<file path="config.mk">
export PLATFORM = sky130hd
export DESIGN_NAME = vid_timing_out
export DESIGN_NICKNAME = d
export VERILOG_FILES = /design/src/rtl/vid_timing_out.sv
export SDC_FILE = /design/constraint.sdc
export NUM_CORES = 1
export LEC_CHECK = 0
export BUFFER_PORTS_ARGS = -buffer_cell sky130_fd_sc_hd__buf_2
export CORE_MARGIN = 8
export CORE_UTILIZATION = 67
export CTS_BUF_LIST = sky130_fd_sc_hd__clkbuf_4
export DETAILED_ROUTE_END_ITERATION = 16
export GPL_TIMING_DRIVEN = 0
export HOLD_SLACK_MARGIN = 0.15
export PLACE_DENSITY = 0.85
export SLEW_MARGIN = 40
export SYNTH_ARGS = -nofsm -noshare
export SYNTH_HDL_FRONTEND = slang
export SYNTH_SLANG_ARGS = --single-unit
</file>
<file path="constraint.sdc">
create_clock -name vid_clk -period 8.24 [get_ports vid_clk]
set_input_delay 0.824 -clock vid_clk [delete_from_list [all_inputs] [get_ports vid_clk]]
set_output_delay 0.824 -clock vid_clk [all_outputs]
set_load 0.05 [all_outputs]
</file>
<file path="src/rtl/vid_timing_out.sv">
// Clocked-video output stage: programmable h/v timing, input pixel FIFO, frame-start lock
// with sticky underflow / SOP-EOP misalignment flags and automatic resynchronisation.
//
// state    | meaning
// ---------+--------------------------------------------------------------
// IDLE     | counters and FIFO at reset, outputs inactive, wait for enable
// WAIT_SOP | timing runs, non-SOP heads discarded, lock SOP to pixel (0,0)
// RUN      | one FIFO entry popped per active pixel, errors checked
module vid_timing_out #(
  parameter int DATA_W     = 24,
  parameter int H_ACTIVE   = 800,
  parameter int H_FP       = 40,
  parameter int H_SYNC     = 48,
  parameter int H_BP       = 40,
  parameter int V_ACTIVE   = 480,
  parameter int V_FP       = 13,
  parameter int V_SYNC     = 3,
  parameter int V_BP       = 29,
  parameter int SYNC_POL   = 0,
  parameter int FIFO_DEPTH = 16
) (
  input  logic              vid_clk,
  input  logic              reset,
  input  logic              enable,
  input  logic [DATA_W-1:0] din_data,
  input  logic              din_valid,
  input  logic              din_sop,
  input  logic              din_eop,
  output logic              din_ready,
  output logic [DATA_W-1:0] vid_data,
  output logic              vid_datavalid,
  output logic              vid_h_sync,
  output logic              vid_v_sync,
  output logic              vid_h,
  output logic              vid_v,
  output logic              vid_f,
  output logic              underflow,
  output logic              sync_err,
  input  logic              flag_clr
);

  localparam int H_TOTAL = H_ACTIVE + H_FP + H_SYNC + H_BP;
  localparam int V_TOTAL = V_ACTIVE + V_FP + V_SYNC + V_BP;
  localparam int HW = $clog2(H_TOTAL);
  localparam int VW = $clog2(V_TOTAL);
  localparam int AW = $clog2(FIFO_DEPTH);

  localparam logic [HW-1:0] H_ACT_LAST   = HW'(H_ACTIVE - 1);
  localparam logic [HW-1:0] H_SYNC_FIRST = HW'(H_ACTIVE + H_FP);
  localparam logic [HW-1:0] H_SYNC_LAST  = HW'(H_ACTIVE + H_FP + H_SYNC - 1);
  localparam logic [HW-1:0] H_LAST       = HW'(H_TOTAL - 1);
  localparam logic [VW-1:0] V_ACT_LAST   = VW'(V_ACTIVE - 1);
  localparam logic [VW-1:0] V_SYNC_FIRST = VW'(V_ACTIVE + V_FP);
  localparam logic [VW-1:0] V_SYNC_LAST  = VW'(V_ACTIVE + V_FP + V_SYNC - 1);
  localparam logic [VW-1:0] V_LAST       = VW'(V_TOTAL - 1);
  localparam logic [AW:0]   FIFO_FULL    = (AW+1)'(FIFO_DEPTH);
  localparam logic          SYNC_ON      = (SYNC_POL != 0);

  typedef enum logic [1:0] {IDLE, WAIT_SOP, RUN} state_t;

  state_t state, state_d;

  logic [HW-1:0] h_cnt;
  logic [VW-1:0] v_cnt;

  logic [DATA_W+1:0] mem [FIFO_DEPTH];
  logic [AW:0]       wr_ptr, rd_ptr, count;
  logic [DATA_W+1:0] head;
  logic              head_sop, head_eop, empty, full, push, pop;

  logic              h_act, v_act, active, at_first, at_last, at_end, hs_act, vs_act;
  logic              px_drive, set_under, set_sync;
  logic [DATA_W-1:0] px_data;

  assign count     = wr_ptr - rd_ptr;
  assign empty     = (count == '0);
  assign full      = (count == FIFO_FULL);
  assign din_ready = enable && !full;
  assign push      = din_valid && din_ready;
  assign head      = mem[rd_ptr[AW-1:0]];
  assign head_sop  = head[DATA_W+1];
  assign head_eop  = head[DATA_W];

  assign h_act    = (h_cnt <= H_ACT_LAST);
  assign v_act    = (v_cnt <= V_ACT_LAST);
  assign active   = h_act && v_act;
  assign at_first = (h_cnt == '0) && (v_cnt == '0);
  assign at_last  = (h_cnt == H_ACT_LAST) && (v_cnt == V_ACT_LAST);
  assign at_end   = (h_cnt == H_LAST) && (v_cnt == V_LAST);
  assign hs_act   = (h_cnt >= H_SYNC_FIRST) && (h_cnt <= H_SYNC_LAST);
  assign vs_act   = (v_cnt >= V_SYNC_FIRST) && (v_cnt <= V_SYNC_LAST);

  assign vid_f = 1'b0;

  always_comb begin
    state_d   = state;
    pop       = 1'b0;
    px_drive  = 1'b0;
    px_data   = '0;
    set_under = 1'b0;
    set_sync  = 1'b0;
    case (state)
      IDLE: begin
        if (enable) state_d = WAIT_SOP;
      end
      WAIT_SOP: begin
        if (!empty) begin
          if (!head_sop)   pop = 1'b1;
          else if (at_end) state_d = RUN;
        end
      end
      RUN: begin
        if (active) begin
          if (empty) begin
            px_drive  = 1'b1;
            set_under = 1'b1;
            state_d   = WAIT_SOP;
          end else if (head_sop && !at_first) begin
            // next frame's SOP stays at the head so WAIT_SOP can lock onto it
            set_sync = 1'b1;
            state_d  = WAIT_SOP;
          end else begin
            pop      = 1'b1;
            px_drive = 1'b1;
            px_data  = head[DATA_W-1:0];
            if (head_eop != at_last) begin
              set_sync = 1'b1;
              state_d  = WAIT_SOP;
            end
          end
        end
      end
      default: state_d = IDLE;
    endcase
    if (!enable) begin
      state_d   = IDLE;
      pop       = 1'b0;
      px_drive  = 1'b0;
      set_under = 1'b0;
      set_sync  = 1'b0;
    end
  end

  always_ff @(posedge vid_clk or posedge reset) begin
    if (reset) begin
      state <= IDLE;
      h_cnt <= '0;
      v_cnt <= '0;
    end else begin
      state <= state_d;
      if (!enable || state == IDLE) begin
        h_cnt <= '0;
        v_cnt <= '0;
      end else if (h_cnt == H_LAST) begin
        h_cnt <= '0;
        v_cnt <= (v_cnt == V_LAST) ? '0 : v_cnt + 1'b1;
      end else begin
        h_cnt <= h_cnt + 1'b1;
      end
    end
  end

  always_ff @(posedge vid_clk or posedge reset) begin
    if (reset) begin
      wr_ptr <= '0;
      rd_ptr <= '0;
    end else if (!enable) begin
      wr_ptr <= '0;
      rd_ptr <= '0;
    end else begin
      if (push) wr_ptr <= wr_ptr + 1'b1;
      if (pop)  rd_ptr <= rd_ptr + 1'b1;
    end
  end

  always_ff @(posedge vid_clk) begin
    if (push) mem[wr_ptr[AW-1:0]] <= {din_sop, din_eop, din_data};
  end

  always_ff @(posedge vid_clk or posedge reset) begin
    if (reset) begin
      vid_data      <= '0;
      vid_datavalid <= 1'b0;
      vid_h         <= 1'b0;
      vid_v         <= 1'b0;
      vid_h_sync    <= ~SYNC_ON;
      vid_v_sync    <= ~SYNC_ON;
    end else if (!enable || state == IDLE) begin
      vid_data      <= '0;
      vid_datavalid <= 1'b0;
      vid_h         <= 1'b0;
      vid_v         <= 1'b0;
      vid_h_sync    <= ~SYNC_ON;
      vid_v_sync    <= ~SYNC_ON;
    end else begin
      vid_data      <= px_data;
      vid_datavalid <= px_drive;
      vid_h         <= !h_act;
      vid_v         <= !v_act;
      vid_h_sync    <= hs_act ? SYNC_ON : ~SYNC_ON;
      vid_v_sync    <= vs_act ? SYNC_ON : ~SYNC_ON;
    end
  end

  // a set in the same clock as flag_clr takes priority
  always_ff @(posedge vid_clk or posedge reset) begin
    if (reset) begin
      underflow <= 1'b0;
      sync_err  <= 1'b0;
    end else begin
      if (set_under)     underflow <= 1'b1;
      else if (flag_clr) underflow <= 1'b0;
      if (set_sync)      sync_err  <= 1'b1;
      else if (flag_clr) sync_err  <= 1'b0;
    end
  end

endmodule

</file>
==> summary.md, run 1 <==
| Metric | Value |
|---|---|
| Last element of the critical path | mem[1][2]$_DFFE_PP_ |
| Worst-Margin Slew | 891 ps |
| CP max FO | 10 |
| Most frequent CP cell | clkbuf_1 |
| Yosys reg bits | 479 |
| Vias in the first global route | 11614 |
| Number of port buffers | 62 |
| Tot GR Track Use | 0.276 |
| Synth-to-Final Area Change | 15.4% |
| Most frequent cells in the layout | 416 x edfxtp_1, 193 x clkbuf_4, 102 x mux2i_1 |
| Core area | 28500 µm² |
| Root Driver | clkbuf_4 |
| Clock Skew | 51.5 ps |
| Die W | 185 µm |
| Starting Density | 0.673 |
| Cell count along the critical path | 13 |
| Crit path from | rd_ptr[2]$_DFFE_PP0P_ |
| Post-synth cell types | 68 |
| R2r startpoint | rd_ptr[2]$_DFFE_PP0P_ |
| Final net count | 1309 |
| Status | finished, final reports clean |
| Final period utilization | 0.625 |
| Post-cts sizing count | 0 |
| Power Density | 233 nW/µm² |
| CTS tree | built |
| Post-synthesis cell count | 1045 |
| First-pass GRT wire length | 69400 µm |
| Final WL | 46300 µm |
| Reg2reg path depth | 13 |
| Fraction of registers with async set/reset | 0.132 |
| Antenna violations before repair | 1 |
| Post-synth top area share | 0.652 |
| Worst-path clk slew | 60 ps |
| RR Endpoint | mem[1][2]$_DFFE_PP_ |
| Sink Count | 479 |
| Core Rows | 62 |
| Number of remaining DRC errors | 0 |
| WP buf/inv | 6 |
| Maxcap violations | 0 |
| Crit path max-delay family | buffers and inverters |
| Largest area contributor in the netlist | edfxtp_1 |
| Crit-path cells | clkbuf_1 -> clkinv_1 -> clkbuf_1 -> ha_1 -> and3b_1 -> nor2_1 -> a2bb2oi_1 -> o311a_1 -> clkbuf_1 -> nand2_1 -> nor3_2 -> buf_2 -> buf_2 |
| Seq/Total Area, Yosys | 0.734 |
| Crit path time final | 5150 ps |
| CTS max path bufs | 3 |
| Fin Setup TNS | 0 ps |
| Final Setup Violations | 0 |
| Critical Path Source Type | flop |
| Place WS | 3240 ps |
| Required @ worst endpoint | 8660 ps |
| Synthesized area per cell | 18.3 µm² |
| Leak pwr | 7.62 nW |
| Slowest stage cell, crit path | nor3_2 |
| Commonest non-fill, non-tap cell in the layout | edfxtp_1 |
| Area share of and/or/nand/nor cells after synthesis | 0.0542 |
| CP peak stage delay | 540 ps |
| Fin. max-slew vios | 0 |
| HPWL Detailed | 28100 µm |
| Synthesized area | 19200 µm² |
| Mapped Nets | 1095 |
| Max frequency | 194 MHz |
| Hold Vio Cnt, Final | 0 |
| Synth Flop Type | edfxtp_1 |
| Layout cell share with drive strength beyond 1 | 0.312 |
| Remaining antenna violation count | 0 |
| Die height | 185 µm |
| GPL Wtd Cong | 0.840 |
| Mux cell area share after synthesis | 0.121 |
| Synth Area in XOR/XNOR | 0.0108 |
| I/O pin cnt | 64 |
| Post-synth EDFFs | 416 |
| Synth area leaders | edfxtp_1 65%, dfrtp_1 8.0%, mux4_2 5.4% |
| Peak supply drop | 0.155 mV |
| Initial DRC Count | 1339 |
| Total CTS buffers | 111 |
| Routed vias | 11357 |
| Main combinational cell family by area after synthesis | multiplexers |
| Total grt overflow | 0 |
| Post-synthesis compound-gate area fraction | 0.0497 |
| RSZ-0062 raised after global routing | false |
| Average wire per standard cell | 26.6 µm |
| Largest net degree at the start of global routing | 50 |
| Setup ws final | 3090 ps |
| Die area | 34300 µm² |
| Syn. warnings | 0 |
| Vias/cell | 6.52 |
| Worst Hold Class | input pin to flop |
| Slew HR | 0.406 |
| Crit path capture type | flop |
| Critical path class | flop to flop |
| Flop2flop setup slack | 3090 ps |
| Htree depth | 3 |
| WHS | 352 ps |
| Synth Area in Adders | 0.0124 |
| CP arrival | 5570 ps |
| Worst-Skew Late Latency | 770 ps |
| Pre-antenna DRT Iters | 8 |
[registers in the layout, summed over array words and instances, names as in the netlist]
name and cells:
mem 416, vid_data 24, h_cnt 10, v_cnt 10, rd_ptr 5, wr_ptr 5
state 2, sync_err 1, underflow 1, vid_datavalid 1, vid_h 1, vid_h_sync 1
vid_v 1, vid_v_sync 1
[worst min-delay path by stage]
stage,startpoint,endpoint,slack [ps],cells after the start
finish,flag_clr,sync_err$_DFFE_PP0P_,350,3
global route,flag_clr,sync_err$_DFFE_PP0P_,310,3
CTS,flag_clr,sync_err$_DFFE_PP0P_,300,3
detailed placement,sync_err$_DFFE_PP0P_,sync_err$_DFFE_PP0P_,470,1
global placement,sync_err$_DFFE_PP0P_,sync_err$_DFFE_PP0P_,470,1
floorplan,h_cnt[0]$_DFF_PP0_,h_cnt[0]$_DFF_PP0_,450,1
[cells by family after synthesis]
logic type                 count (synthesis)
DFF                                      479
xor gates and xnor gates                  22
muxes                                    161
AOI/OAI and AO/OA                        131
other                                      1
buffers and inverters                     69
and+or+nand+nor                          163
adders and majority gates                 19
[cell type report]
type / count / area (µm²)
fill: 1495 / 6350
sequential: 479 / 14100
inverter: 17 / 68.8
timing repair buffer: 101 / 798
clock inverter: 18 / 110
tap: 384 / 480
buffer: 52 / 273
multi-input combinational: 497 / 4870
clock buffer: 193 / 1450
antenna: 1 / 2.50
[tightest hold or removal path, cell delays in order]
cell	delay, ps
buf_2	80
inv_1	40
o2bb2ai_1	120
[power breakdown]
group	total, mW	internal (mW)	leakage (nW)	switching (mW)
registers	2.68	2.67	4.62	0.0142
clock network	2.00	1.06	0.932	0.941
logic	0.473	0.183	2.07	0.289
[metrics by stage]
step / cells / utilization / total power [mW] / instance area (µm²)
4_1_cts: 1741 / 0.777 / 5.17 / 22100
3_3_place_gp: 1491 / 0.701 / 3.17 / 20000
5_1_grt: 1742 / 0.777 / 5.33 / 22100
3_5_place_dp: 1529 / 0.722 / 3.19 / 20500
2_1_floorplan: 1045 / - / 3.05 / 19200
6_report: 1742 / 0.777 / 5.15 / 22100
[metal layers]
metal | track usage | share of wire | vias to the layer above
met4 | 0.116 | 0.037 | 0
li1 | - | - | 4726
met2 | 0.440 | 0.48 | 844
met1 | 0.367 | 0.37 | 5649
met5 | 0 | 0 | -
met3 | 0.0643 | 0.11 | 138
[repair_timing]
action | in CTS | in global routing
endpoints found under the hold margin | 14 | 0
endpoints found under the setup margin | 0 | 0
hold buffers | 1 | 0
setup buffers | 0 | 0
[cells in the mapped netlist, types with 12 or more instances]
cell type	n
buf_2	16
clkbuf_1	26
a21oi_1	29
o221ai_1	48
dfrtp_1	61
nand3_1	12
mux4_2	46
ha_1	19
mux2i_1	102
nand2_1	36
nor3_4	18
nor3_1	14
nor2_1	35
edfxtp_1	416
o22ai_1	26
inv_1	16
No activity file was read; power rests on OpenSTA's default activity.
==> run 2: changes to the inputs <==
--- a/config.mk
+++ b/config.mk
@@ -5,14 +5,15 @@
 export SDC_FILE = /design/constraint.sdc
 export NUM_CORES = 1
 export LEC_CHECK = 0
+export ABC_AREA = 1
 export BUFFER_PORTS_ARGS = -buffer_cell sky130_fd_sc_hd__buf_2
 export CORE_MARGIN = 8
-export CORE_UTILIZATION = 67
+export CORE_UTILIZATION = 64
 export CTS_BUF_LIST = sky130_fd_sc_hd__clkbuf_4
 export DETAILED_ROUTE_END_ITERATION = 16
 export GPL_TIMING_DRIVEN = 0
 export HOLD_SLACK_MARGIN = 0.15
-export PLACE_DENSITY = 0.85
+export PLACE_DENSITY = 0.82
 export SLEW_MARGIN = 40
 export SYNTH_ARGS = -nofsm -noshare
 export SYNTH_HDL_FRONTEND = slang
==> constraint.sdc (replaced) <==
create_clock -name vid_clk -period 5.2 [get_ports vid_clk]
set_input_delay 0.52 -clock vid_clk [delete_from_list [all_inputs] [get_ports vid_clk]]
set_output_delay 0.52 -clock vid_clk [all_outputs]
set_load 0.05 [all_outputs]
==> run 2 against run 1 <==
Effect of this change: non-clock buffer count rose by 48; critical path depth rose by 1; worst hold slack worse by 130 ps; fmax is 20% higher; sequential power up 61%; clock skew is 14 ps higher; area after synthesis increased by 3.0%; count of clock-buffer cells in the layout decreased by 11; cell area increased by 4.6%; critical path type unchanged.
==> summary.md, run 2 <==
| Metric | Value |
|---|---|
| Max reg flops | 416 (unchanged) |
| Total grt overflow | 0 (unchanged) |
| Power Density | 410 nW/µm² (+76%) |
| Switching Fraction | 0.311 (+0.0694) |
| Total setup buffers inserted after CTS | 0 (unchanged) |
| Largest area contributor in the netlist | edfxtp_1 |
| Largest net degree at the start of global routing | 35 (-30%) |
| Vias in the first global route | 14806 (+27%) |
| Sequential share of power | 0.456 (-0.064) |
| Layout Cells excl Fill | 2318 (+33%) |
| First-pass GRT wire length | 82500 µm (+19%) |
| Status | finished, final reports clean |
| I/O pin cnt | 64 (unchanged) |
| Most common library cells after synthesis | 416 x edfxtp_1, 283 x nand2_1, 207 x nor2_1, 138 x nand3_1, 114 x o21ai_0 |
| Final net count | 1868 (+43%) |
| CTS max path bufs | 3 (unchanged) |
| Die W | 192 µm (+3.5%) |
| HPWL Detailed | 35400 µm (+26%) |
| Die area | 36700 µm² (+7.1%) |
| Reg2reg path depth | 14 (+1) |
| Total CTS buffers | 115 (+3.6%) |
| Fraction of registers with async set/reset | 0.132 (unchanged) |
| Post-synth cell types | 47 (-31%) |
| Post-cts sizing count | 0 (unchanged) |
| Vias/cell | 6.27 (-3.8%) |
| Remaining antenna violation count | 0 (unchanged) |
| Synth Flop Type | edfxtp_1 |
| Critical path class | flop to flop |
| RR Endpoint | mem[6][9]$_DFFE_PP_ |
| Post-synthesis cell count | 1586 (+52%) |
| Average wire per standard cell | 23.7 µm (-11%) |
| Tot GR Track Use | 0.300 (+0.0236) |
| Post-synth EDFFs | 416 (unchanged) |
| Final WL | 54800 µm (+19%) |
| Post-synth top area share | 0.633 (-0.0189) |
| Starting Density | 0.647 (-0.0262) |
| Crit path time final | 4310 ps (-843 ps) |
| Synth-to-Final Area Change | 17.2% |
| Root Driver | clkbuf_4 |
| Fin. max-slew vios | 0 (unchanged) |
| Worst Hold Class | input pin to asynchronous set/reset pin |
| Slew HR | 0.446 (+0.0403) |
| Flop2flop setup slack | 890 ps (-2200 ps) |
| Comb pwr share | 0.207 (+0.115) |
| Initial DRC Count | 1702 (+27%) |
| GPL Wtd Cong | 0.936 (+11%) |
| Hold Vio Cnt, Final | 0 (unchanged) |
| Maxcap violations | 0 (unchanged) |
| CP arrival | 4780 ps (-790 ps) |
| Crit path capture type | flop |
| Pre-antenna DRT Iters | 6 (-2) |
| Worst-Skew Late Latency | 830 ps (+60 ps) |
| R2r startpoint | rd_ptr[2]$_DFFE_PP0P_ |
| Mapped Nets | 1636 (+49%) |
| Placed Cells incl. Taps | 2067 (+35%) |
| Number of remaining DRC errors | 0 (unchanged) |
| Required @ worst endpoint | 5680 ps (-2980 ps) |
| Syn. warnings | 0 (unchanged) |
| Clk pwr share | 0.337 (-0.051) |
| Commonest non-fill, non-tap cell in the layout | edfxtp_1 |
| Peak supply drop | 0.288 mV (+85%) |
| Synthesized area | 19700 µm² (+3.0%) |
| Number of port buffers | 61 (-1.6%) |
| Antenna violations before repair | 3 (+2) |
| Leak pwr | 8.77 nW (+15%) |
| Routed vias | 14535 (+28%) |
| Htree depth | 3 (unchanged) |
| Layout cell share with drive strength beyond 1 | 0.206 (-0.106) |
| Seq/Total Area, Yosys | 0.713 (-0.0213) |
| RSZ-0062 raised after global routing | false |
| Final Setup Violations | 0 (unchanged) |
| Most frequent cells in the layout | 416 x edfxtp_1, 283 x nand2_1, 191 x nor2_1 |
| Final period utilization | 0.828 (+0.203) |
| Worst-path clk slew | 80 ps (+20 ps) |
| Critical Path Source Type | flop |
| Core area | 30500 µm² (+7.2%) |
| Yosys reg bits | 479 (unchanged) |
| CP max FO | 15 (+5) |
| Final core occ | 0.758 (-0.0188) |
| Worst-Margin Slew | 831 ps (-60.5 ps) |
| Core Rows | 64 (+3.2%) |
| Clock Skew | 65.4 ps (+13.9 ps) |
| Synth area leaders | edfxtp_1 63%, dfrtp_1 7.7%, nand2_1 5.4% |
| Die height | 192 µm (+3.5%) |
| Most common cell in the netlist | edfxtp_1 |
| CTS tree | built |
| Synthesized area per cell | 12.4 µm² (-32%) |
| Psw | 2.95 mW (+140%) |
| P_int | 6.53 mW (+67%) |
| Max frequency | 232 MHz (+20%) |
| Sink Count | 479 (unchanged) |
[run 2: kinds of logic (layout without fill, tap and decap cells)]
family	Yosys count	in the layout	share of synthesized area
xor gates and xnor gates	9	9	0.00399
adders and majority gates	19	19	0.0120
DFF	479	479	0.713
buffers and inverters	155	489	0.0446
other	1	3	0.000190
and+or+nand+nor	669	669	0.142
AOI/OAI and AO/OA	254	254	0.0840
[run 2: worst max path at each step]
stage / from / endpoint / cells past startpoint
3_5_place_dp: rd_ptr[2]$_DFFE_PP0P_ / mem[6][3]$_DFFE_PP_ / 14
2_1_floorplan: rd_ptr[2]$_DFFE_PP0P_ / mem[0][0]$_DFFE_PP_ / 13
3_3_place_gp: rd_ptr[2]$_DFFE_PP0P_ / mem[6][3]$_DFFE_PP_ / 13
6_report: rd_ptr[2]$_DFFE_PP0P_ / mem[6][9]$_DFFE_PP_ / 14
5_1_grt: rd_ptr[2]$_DFFE_PP0P_ / mem[6][9]$_DFFE_PP_ / 14
4_1_cts: rd_ptr[2]$_DFFE_PP0P_ / mem[6][9]$_DFFE_PP_ / 14
[run 2: power groups by stage]
stage / clock network, mW / registers, mW / logic (mW)
2_1_floorplan: 0 / 4.45 / 1.16
3_3_place_gp: 0 / 4.41 / 1.76
3_5_place_dp: 0 / 4.41 / 1.88
4_1_cts: 3.20 / 4.32 / 1.91
5_1_grt: 3.41 / 4.33 / 2.07
6_report: 3.20 / 4.32 / 1.96
[run 2: stage by stage]
step                setup TNS [ps]  total power [mW]  cell area [µm²]  setup slack, ps  hold slack [ps]
finish                           0              9.48            23100              892              222
global route                     0              9.82            23100              701              234
CTS                              0              9.43            23100             1090              198
detailed placement               0              6.28            21200             1110              459
global placement            -10600              6.16            20500             -139              445
floorplan                        0              5.61            19700             1610              432
[run 2: worst max-delay path, stage by stage, from the launching register on]
cell     delay, ps
dfrtp_1        430
inv_2           80
buf_2          320
buf_1          590
ha_1           420
a21oi_1        200
nand3_1         90
nand2_1         90
nor2_2          60
nand3_1         80
nand3_2        160
inv_1          220
nand2_1        320
nor2_4         600
buf_8          290
[run 2: repair_timing]
| item | CTS | global route |
|---|---|---|
| hold endpoints to repair | 487 | 0 |
| setup endpoints to repair | 0 | 0 |
| hold buffers | 30 | 0 |
[run 2: area by class of cell]
type	count	area, µm²
fill	1787	7380
clock buffer	182	1370
multi-input combinational	952	4910
tap	396	495
antenna	2	5.00
sequential	479	14100
timing repair buffer	115	1180
clock inverter	37	215
buffer	86	613
inverter	69	272
[run 2: metal layers]
layer | share of wire | global-route usage
met3 | 0.13 | 0.0893
met2 | 0.48 | 0.482
met4 | 0.051 | 0.176
met5 | 0.00053 | 0
met1 | 0.34 | 0.357
